[src/rtl/mem_initiator.sv]
// Load/store initiator: byte-addressed core requests to a ready/valid word memory, lane steering + split.
// Latency: aligned store resp 2 cycles after accept, aligned load 3; split adds 1 (store) / 2 (load).
// Backpressure: o_req_ready only in IDLE; mem phases hold addr/data/BE until wr_ready / rd_valid.
//
// Ports:
//   i_clk, i_rst              clock, synchronous active-high reset
//   i_req_*/o_req_ready       core request (addr, write, size, unsigned, wdata)
//   o_resp_valid/o_resp_rdata one-cycle completion pulse, extended load data (0 for stores)
//   o_mem_*/i_mem_*           word-memory side: write valid/ready, read ready/valid, data, BE
module mem_initiator #(
  parameter int ADDR_WIDTH = 10,
  parameter int DATA_WIDTH = 32
) (
  input  logic                  i_clk,
  input  logic                  i_rst,
  input  logic                  i_req_valid,
  output logic                  o_req_ready,
  input  logic [31:0]           i_req_addr,
  input  logic                  i_req_write,
  input  logic [1:0]            i_req_size,
  input  logic                  i_req_unsigned,
  input  logic [31:0]           i_req_wdata,
  output logic                  o_resp_valid,
  output logic [31:0]           o_resp_rdata,
  output logic [ADDR_WIDTH-1:0] o_mem_addr,
  output logic [DATA_WIDTH-1:0] o_mem_data,
  output logic [3:0]            o_mem_byte_write_enable,
  output logic                  o_mem_wr_valid,
  input  logic                  i_mem_wr_ready,
  output logic                  o_mem_rd_ready,
  input  logic                  i_mem_rd_valid,
  input  logic [DATA_WIDTH-1:0] i_mem_data
);

  typedef enum logic [2:0] {
    S_IDLE, S_WR0, S_WR1, S_RD0, S_RD1, S_RESP
  } state_t;

  state_t                state_q, state_d;
  logic [ADDR_WIDTH-1:0] word_q, word_d;
  logic [1:0]            off_q, off_d;
  logic [1:0]            size_q, size_d;
  logic                  uns_q, uns_d;
  logic [7:0]            mask_q, mask_d;
  logic [63:0]           wd_q, wd_d;
  logic [31:0]           lo_q, lo_d;
  logic [31:0]           rdata_q, rdata_d;

  // Upper address bits are intentionally ignored (memory is smaller than the core space).
  logic unused_addr_hi;
  assign unused_addr_hi = ^i_req_addr[31:ADDR_WIDTH+2];

  logic                  split;
  logic [ADDR_WIDTH-1:0] word_p1;
  assign split   = |mask_q[7:4];
  assign word_p1 = word_q + ADDR_WIDTH'(1);

  // Request decode: 8-lane mask over two consecutive words, lane-steered store data.
  logic [1:0]  req_size;
  logic [3:0]  req_nmask;
  logic [7:0]  req_mask;
  logic [63:0] req_shift;
  logic [63:0] req_wd;

  always_comb begin
    req_size  = (i_req_size == 2'd3) ? 2'd2 : i_req_size;
    case (req_size)
      2'd0:    req_nmask = 4'b0001;
      2'd1:    req_nmask = 4'b0011;
      default: req_nmask = 4'b1111;
    endcase
    req_mask  = {4'b0000, req_nmask} << i_req_addr[1:0];
    req_shift = {32'b0, i_req_wdata} << {i_req_addr[1:0], 3'b000};
    // Lanes outside the access drive zero even if the core left junk in upper wdata bits.
    for (int b = 0; b < 8; b++) begin
      req_wd[8*b +: 8] = req_mask[b] ? req_shift[8*b +: 8] : 8'h00;
    end
  end

  // Load merge: the final read beat is combined with the captured low word (if split).
  logic [63:0] merge_src;
  logic [63:0] merge_sh;
  logic [31:0] merge_r;
  logic [31:0] load_val;

  always_comb begin
    merge_src = (state_q == S_RD1) ? {i_mem_data, lo_q} : {32'b0, i_mem_data};
    merge_sh  = merge_src >> {off_q, 3'b000};
    merge_r   = merge_sh[31:0];
    case (size_q)
      2'd0:    load_val = {{24{~uns_q & merge_r[7]}}, merge_r[7:0]};
      2'd1:    load_val = {{16{~uns_q & merge_r[15]}}, merge_r[15:0]};
      default: load_val = merge_r;
    endcase
  end

  always_comb begin
    state_d = state_q;
    word_d  = word_q;
    off_d   = off_q;
    size_d  = size_q;
    uns_d   = uns_q;
    mask_d  = mask_q;
    wd_d    = wd_q;
    lo_d    = lo_q;
    rdata_d = rdata_q;

    o_req_ready             = 1'b0;
    o_resp_valid            = 1'b0;
    o_mem_addr              = '0;
    o_mem_data              = '0;
    o_mem_byte_write_enable = 4'b0000;
    o_mem_wr_valid          = 1'b0;
    o_mem_rd_ready          = 1'b0;

    case (state_q)
      S_IDLE: begin
        o_req_ready = 1'b1;
        if (i_req_valid) begin
          word_d  = i_req_addr[ADDR_WIDTH+1:2];
          off_d   = i_req_addr[1:0];
          size_d  = req_size;
          uns_d   = i_req_unsigned;
          mask_d  = req_mask;
          wd_d    = req_wd;
          state_d = i_req_write ? S_WR0 : S_RD0;
        end
      end
      S_WR0: begin
        o_mem_wr_valid          = 1'b1;
        o_mem_addr              = word_q;
        o_mem_data              = wd_q[31:0];
        o_mem_byte_write_enable = mask_q[3:0];
        if (i_mem_wr_ready) begin
          state_d = split ? S_WR1 : S_RESP;
          rdata_d = '0;
        end
      end
      S_WR1: begin
        o_mem_wr_valid          = 1'b1;
        o_mem_addr              = word_p1;
        o_mem_data              = wd_q[63:32];
        o_mem_byte_write_enable = mask_q[7:4];
        if (i_mem_wr_ready) begin
          state_d = S_RESP;
          rdata_d = '0;
        end
      end
      S_RD0: begin
        o_mem_rd_ready = 1'b1;
        o_mem_addr     = word_q;
        if (i_mem_rd_valid) begin
          if (split) begin
            lo_d    = i_mem_data;
            state_d = S_RD1;
          end else begin
            rdata_d = load_val;
            state_d = S_RESP;
          end
        end
      end
      S_RD1: begin
        o_mem_rd_ready = 1'b1;
        o_mem_addr     = word_p1;
        if (i_mem_rd_valid) begin
          rdata_d = load_val;
          state_d = S_RESP;
        end
      end
      S_RESP: begin
        o_resp_valid = 1'b1;
        state_d      = S_IDLE;
      end
      default: state_d = S_IDLE;
    endcase
  end

  assign o_resp_rdata = rdata_q;

  always_ff @(posedge i_clk) begin
    if (i_rst) begin
      state_q <= S_IDLE;
      word_q  <= '0;
      off_q   <= '0;
      size_q  <= '0;
      uns_q   <= 1'b0;
      mask_q  <= '0;
      wd_q    <= '0;
      lo_q    <= '0;
      rdata_q <= '0;
    end else begin
      state_q <= state_d;
      word_q  <= word_d;
      off_q   <= off_d;
      size_q  <= size_d;
      uns_q   <= uns_d;
      mask_q  <= mask_d;
      wd_q    <= wd_d;
      lo_q    <= lo_d;
      rdata_q <= rdata_d;
    end
  end

endmodule
[config.mk]
export PLATFORM = sky130hd
export DESIGN_NAME = mem_initiator
export DESIGN_NICKNAME = d
export VERILOG_FILES = /design/src/rtl/mem_initiator.sv
export SDC_FILE = /design/constraint.sdc
export NUM_CORES = 1
export LEC_CHECK = 0
export CORE_UTILIZATION = 40
export DETAILED_ROUTE_END_ITERATION = 6
export GPL_TIMING_DRIVEN = 0
export PLACE_DENSITY_LB_ADDON = 0.25
export SLEW_MARGIN = 0
export SYNTH_ARGS = -nofsm -noshare
export SYNTH_HDL_FRONTEND = slang
export SYNTH_SLANG_ARGS = --single-unit
export TNS_END_PERCENT = 30
[constraint.sdc]
create_clock -name i_clk -period 2.4 [get_ports i_clk]
set_input_delay 0.48 -clock i_clk [delete_from_list [all_inputs] [get_ports i_clk]]
set_output_delay 0.48 -clock i_clk [all_outputs]
set_load 0.03 [all_outputs]
==> results of run 1 <==
kinds of logic after synthesis:
family,count (synthesis),synth area share (%)
flip-flops,145,37.3
AO/OA/AOI/OAI,259,22.6
buffers and inverters,84,5.08
XOR/XNOR,3,0.338
multiplexers,97,15.6
adder cells (fa/ha/maj),1,0.161
AND/OR/NAND/NOR,331,18.8
metal layers:
metal  up-vias  routed length, µm  track usage (%)  part of all wire (%)
li1       3698                  -                -                     -
met1      3771              11500             35.9                    43
met2       377              12700             43.4                    47
met3        51               2180             5.50                   8.1
met4         0                621             8.83                   2.3
met5         -                  0                0                     0
final cells by class:
type	instances	area (µm²)	share of cell area, %
plain buffers	78	485	4.60
clock buffers	17	425	4.03
well taps	260	325	3.08
repair buffers	177	1620	15.3
clock inverters	15	171	1.62
flip-flops and latches	145	2920	27.7
inverters	4	15.0	0.142
multi-input cells	691	4590	43.5
flip-flops by register name, indices dropped and copies added (netlist names), 2 cells and up:
name          flops
o_resp_rdata     32
wd_q             56
state_q           3
word_q           10
size_q            2
off_q             2
mask_q            7
lo_q             32
synth_stat cells (3+ instances only):
cell type / n
mux4_2: 15
a211o_1: 9
xor2_1: 3
or3_1: 3
mux2i_1: 36
nor3_1: 6
buf_4: 3
nand2b_1: 11
a32oi_1: 8
buf_2: 11
and2_1: 12
and3_1: 5
a21oi_1: 92
nand2_1: 167
o21ai_0: 31
o221a_2: 3
buf_6: 3
dfxtp_1: 145
a22oi_1: 43
nor2_1: 76
clkbuf_1: 56
a22o_1: 46
a31oi_1: 3
o31ai_1: 7
inv_1: 4
mux2_2: 46
or2_2: 9
buf_1: 5
nand3_1: 22
o221a_1: 4
nor2b_1: 8
power groups by stage:
stage               clock [W]  combinational, W  sequential, W
finish                0.00272           0.00367        0.00288
global route          0.00286           0.00389        0.00291
CTS                   0.00273           0.00353        0.00287
detailed placement          0           0.00333        0.00292
global placement            0           0.00331        0.00291
floorplan                   0           0.00202        0.00302
critical path: stages (launching register included):
cell and delay (ns):
dfxtp_2 0.33, and2b_2 0.22, nor2b_4 0.15, buf_8 0.14, buf_4 0.13, a22o_1 0.25, clkdlybuf4s15_2 0.29
worst min-delay path by stage:
stage,depth (start not counted),from,slack [ns],endpoint
after floorplan,2,wd_q[0],0.43,wd_q[0]
after global placement,2,wd_q[1],0.44,wd_q[1]
after detailed placement,2,wd_q[1],0.44,wd_q[1]
after CTS,2,wd_q[45],0.45,wd_q[45]
after global routing,2,wd_q[1],0.47,wd_q[1]
final,2,lo_q[6],0.45,lo_q[6]
through the flow:
step	TNS (ns)	std cells	hold slack [ns]	utilization, %	setup WS, ns
floorplan	-0.284	920	0.432	-	-0.104
global placement	-48.89	1343	0.438	51.6	-1.17
detailed placement	-48.04	1343	0.445	51.6	-1.14
CTS	-1.25	1381	0.453	55.1	-0.127
global route	-0.611	1387	0.468	55.8	-0.120
finish	-0.0505	1387	0.452	55.8	-0.0267
layout by cell type (no fill, tap or decap), types with 4 or more instances in the layout:
cell               n
nand2_1          166
dfxtp_1          137
clkdlybuf4s50_1  113
a21oi_1           92
nor2_1            73
mux2_2            46
a22o_1            45
clkbuf_1          45
a22oi_1           43
mux2i_1           34
buf_4             32
o21ai_0           24
buf_2             24
nand3_1           21
clkbuf_16         18
mux4_2            15
and2_1            12
or2_2              9
a211o_1            9
nand2b_1           9
buf_6              8
a32oi_1            8
clkbuf_4           7
nor2b_1            7
o31ai_1            7
o21ai_1            6
inv_6              6
dfxtp_2            6
nor3_1             5
clkbuf_8           5
buf_12             5
clkbuf_2           5
buf_1              4
inv_1              4
o221a_1            4
clkinvlp_4         4
repair_timing:
item                                    4_1_cts  5_1_grt
hold buffers                                  0        0
cloned                                        1        0
gates resized for setup                     278       86
endpoints found under the setup margin       51       77
setup buffers                                 7        6
pin swaps                                     3        3
==> key figures, run 1 <==
Status
  – Outcome: finished with violations
  – Failing checks: setup timing

Power and ir drop
  – Pwr Density: 878 mW/mm²
  – Sw Share: 37.8%
  – Sequential power share: 31.1%
  – Peak VDD IR: 0.000533 V
  – Net Sw Power: 0.00350 W
  – Tot Pwr: 0.00926 W
  – Comb pwr share: 39.6%
  – Pleak: 3.88 nW
  – P_int: 0.00576 W
  – Clk pwr share: 29.3%

CTS
  – Clock latency at the later pin of the worst-skew pair: 0.43 ns
  – CTS max path bufs: 2
  – H-tree lvl count: 4
  – Root Driver: clkbuf_16
  – Num CTS Buffers: 17
  – CTS tree: done
  – CTS sink cnt: 145
  – Clock transition at the registers of the reported paths: 0.06 ns

Placed design
  – Final Wtd Congestion: 0.913
  – DPL Wire Length: 19800 µm
  – Cell Area, Placed: 0.00974 mm²
  – Buffers on Ports: 163

Timing
  – Tightest Pin Transition: 0.789 ns
  – Max Clock Skew: 0.00815 ns
  – Hold Violations, Final: 0
  – Worst Setup Slack, final: -0.0267 ns
  – Fmax: 412 MHz
  – Final Setup Violations: 2
  – Unrepaired setup endpoints after global routing: yes
  – Relative slew slack: 47.0%
  – Period utilization: 101%
  – Max-slew violations: 0
  – Tmin final: 2.43 ns

GRT
  – First-pass GRT wire length: 41000 µm
  – Initial antenna violation count: 0
  – Largest net degree at the start of global routing: 19
  – Grt ovf: 0
  – Total GRT Usage: 26.9%
  – Vias in the first global route: 7418

Worst hold path
  – Hold WC Path Type: reg -> reg

Layout
  – N_diodes: 0
  – Area delta synth->final: 35.6%
  – Nets@finish: 1220
  – Design area: 0.0106 mm²
  – Share of cells above drive strength 1: 20.2%
  – Fill cells: 1768

Detailed routing
  – Total Routed Length: 27000 µm
  – Final ANT Viol Nets: 0
  – Avg WL per Cell: 19.5 µm
  – Detailed Route Iter0 Violations: 684
  – Vias: 7897
  – DRT Pass-1 Iters: 5
  – DRC violations left: 0
  – Drt via density: 5.69

Synthesis
  – Synth Cell Area: 0.00778 mm²
  – Synth Register Bits: 145
  – Share of async-settable or async-resettable flops after synthesis: 0%
  – Number of synthesized flops with an enable pin: 0
  – Top-area cell type share of the netlist area: 37.3%
  – Mapped Cells: 920
  – Yosys cell types: 54
  – Syn. warnings: 0
  – Most used DFF post-synth: dfxtp_1
  – Syn avg cell area: 8.46 µm²
  – Cell taking the most area after synthesis: dfxtp_1
  – Register area share after synthesis: 37.3%
  – Synth top area cells: dfxtp_1, nand2_1, mux2_2
  – Synth Net Count: 1026

Floorplan
  – Boundary pin count: 187
  – Die Y-Extent: 141 µm
  – Initial core utilization: 41.2%
  – Chip Width: 141 µm
  – Die Area: 0.0200 mm²
  – Core Box Area: 0.0189 mm²
  – Site Rows: 50

Worst setup path
  – Launch point of the worst path: state_q[2]
  – CP startpoint kind: register
  – Crit. End Element: primary output
  – Reg2reg start: state_q[0]
  – Worst path required time: 1.92 ns
  – Reg-to-Reg End: o_resp_rdata[14]
  – R2r worst-path depth: 9
  – Crit Path Max Fanout: 8
  – R2R setup slack: 0.10 ns
  – WS Path Type: reg -> out
  – CP Capture Point: o_mem_data[23]
  – Worst Path Arrival: 1.95 ns

Run
  – Total of max-cap violations: 0
(Power assumes the default switching activity.)
==> run 2, diff against run 1 <==
- CTS_CLUSTER_DIAMETER: unset -> 50
==> results of run 2 <==
The final DEF is identical to that of run 1; final timing and power are the same.
==> run 3, diff against run 2 <==
- MAX_ROUTING_LAYER: unset -> met4
- clock period: 2.4 -> 2.7 ns (I/O delays scaled with it)
==> key figures, run 3 (synthesized netlist as in run 1, its figures left out) <==
Status
  – Outcome: finished clean (was finished with violations)

GRT
  – Initial antenna violation count: 0 (unchanged)
  – First-pass GRT wire length: 41300 µm (was 41000 µm)
  – Largest net degree at the start of global routing: 20 (was 19)
  – Grt ovf: 0 (unchanged)
  – Vias in the first global route: 7464 (was 7418)
  – Total GRT Usage: 28.0% (was 26.9%)

Timing
  – Tightest Pin Transition: 0.923 ns (was 0.789 ns)
  – Max Clock Skew: 0.0113 ns (was 0.00815 ns)
  – Worst Hold Slack: 0.454 ns (was 0.452 ns)
  – Max-slew violations: 0 (unchanged)
  – Period utilization: 98.2%
  – Relative slew slack: 38.1% (was 47.0%)
  – Final Setup Violations: 0 (was 2)
  – Hold Violations, Final: 0 (unchanged)
  – Tmin final: 2.65 ns
  – Worst Setup Slack, final: 0.0477 ns (was -0.0267 ns)
  – Fmax: 377 MHz
  – Unrepaired setup endpoints after global routing: yes (unchanged)

Placed design
  – Buffers on Ports: 163 (unchanged)
  – Dpl ws: -0.902 ns (was -1.14 ns)
  – DPL Wire Length: 19800 µm (about the same)
  – Final Wtd Congestion: 0.926 (was 0.913)

Layout
  – N_diodes: 0 (unchanged)
  – Max FFs per register: 56 (unchanged)
  – Commonest non-fill, non-tap cell in the layout: nand2_1 (unchanged)
  – Most frequent cells in the layout: nand2_1, dfxtp_1, clkdlybuf4s50_1 (unchanged)
  – Fill cells: 1802 (was 1768)
  – Largest Register: wd_q (unchanged)
  – Core Util, Final: 54.6% (was 55.8%)
  – Area delta synth->final: 32.5% (was 35.6%)
  – Share of cells above drive strength 1: 17.3% (was 20.2%)
  – Nets@finish: 1216 (was 1220)

Worst setup path
  – Crit Path Max Fanout: 10 (was 8)
  – CP startpoint kind: register (unchanged)
  – Worst Path Arrival: 2.11 ns (was 1.95 ns)
  – Slowest cell on crit path: clkdlybuf4s50_1 (was dfxtp_2)
  – Worst path top cell family by delay: buffers and inverters (unchanged)
  – CP Buf/Inv Count: 2 (was 3)
  – WS Path Type: reg -> out (unchanged)
  – Sequence of cells on the critical path: buf_2 -> nor3_1 -> clkdlybuf4s50_1 (was and2b_2 -> nor2b_4 -> buf_8 -> buf_4 -> a22o_1 -> clkdlybuf4s15_2)
  – Crit. End Element: primary output (unchanged)
  – Worst path required time: 2.16 ns (was 1.92 ns)
  – CP peak stage delay: 0.75 ns (was 0.33 ns)

CTS
  – Num CTS Buffers: 17 (unchanged)
  – CTS max path bufs: 2 (unchanged)
  – Clock transition at the registers of the reported paths: 0.06 ns (about the same)
  – CTS sink cnt: 145 (unchanged)
  – H-tree lvl count: 4 (unchanged)
  – Cts hold-fix bufs: 0 (unchanged)
  – Clock latency at the later pin of the worst-skew pair: 0.44 ns (was 0.43 ns)
  – CTS tree: done (unchanged)
  – Root Driver: clkbuf_16 (unchanged)

Power and ir drop
  – Peak VDD IR: 0.000518 V (was 0.000533 V)
  – Tot Pwr: 0.00795 W (was 0.00926 W)
  – Pleak: 3.81 nW (was 3.88 nW)
  – Pwr Density: 771 mW/mm² (was 878 mW/mm²)

Floorplan
  – Chip Width: 141 µm (unchanged)
  – Site Rows: 50 (unchanged)
  – Initial core utilization: 41.2% (unchanged)
  – Die Area: 0.0200 mm² (unchanged)
  – Die Y-Extent: 141 µm (unchanged)
  – Core Box Area: 0.0189 mm² (unchanged)
  – Boundary pin count: 187 (unchanged)

Detailed routing
  – DRT Pass-1 Iters: 6 (was 5)
  – Vias: 7813 (was 7897)
  – DRC violations left: 0 (unchanged)
  – Total Routed Length: 26900 µm (was 27000 µm)
  – Avg WL per Cell: 19.4 µm (was 19.5 µm)
  – Detailed Route Iter0 Violations: 789 (was 684)
  – Drt via density: 5.65 (was 5.69)
  – Final ANT Viol Nets: 0 (unchanged)

Run
  – Total of max-cap violations: 0 (unchanged)

Worst hold path
  – Hold WC Path Type: reg -> reg (unchanged)
run 3: cell types whose count changed in the layout (fill, tap and decap cells not counted), sizes merged, moves of 2 or more:
cell,previous run,this run
clkdlybuf4s15,2,4
clkinvlp,4,1
dlygate4sd2,2,7
clkdlybuf4s50,113,115
buf,74,63
clkbuf,80,77
bufinv,2,0
clkinv,2,6
run 3: what timing repair did:
action	4_1_cts	5_1_grt
buffers inserted	4	6
pin swaps	2	2
resized for setup	191	49
endpoints found under the setup margin	47	45
run 3: final cells by class:
cell class | count | area (µm²) | share of cell area (%)
multi-input cells | 691 | 4520 | 43.9
flip-flops and latches | 145 | 2910 | 28.2
repair buffers | 173 | 1550 | 15.0
clock buffers | 17 | 425 | 4.13
plain buffers | 78 | 420 | 4.08
well taps | 260 | 325 | 3.16
clock inverters | 15 | 144 | 1.40
inverters | 4 | 15.0 | 0.146
run 3: per-stage QoR:
step	instance area, µm²	setup TNS (ns)	instances
final	10300	0	1383
after global routing	10300	-0.0517	1383
after CTS	10300	-0.196	1377
after detailed placement	9740	-30.48	1343
after global placement	9740	-30.70	1343
after floorplan	7790	0	920
run 3: worst min-delay path, stage by stage (launching register included):
cell     delay (ns)
dfxtp_1        0.31
nand2_1        0.05
a21oi_1        0.05
run 3: path summary, 6_finish.rpt:
kind / depth (start not counted) / slack, ns / start / to
hold / removal: 2 / 0.45 / wd_q[45] / wd_q[45]
hold reg to reg: 2 / 0.45 / wd_q[45] / wd_q[45]
setup / recovery: 3 / 0.05 / state_q[1] / o_req_ready
setup reg to reg: 11 / 0.09 / state_q[0] / o_resp_rdata[18]
run 3: per-layer routing:
layer / GRT usage, % / vias to the layer above / wire, µm
met5: - / - / 0
met4: 11.0 / 0 / 771
met3: 5.26 / 57 / 2200
met2: 43.1 / 403 / 12300
met1: 36.3 / 3668 / 11600
li1: - / 3685 / -
run 3: power breakdown:
group          switching (W)  internal, W
logic                0.00186      0.00122
clock network        0.00109      0.00122
registers           0.000168      0.00238
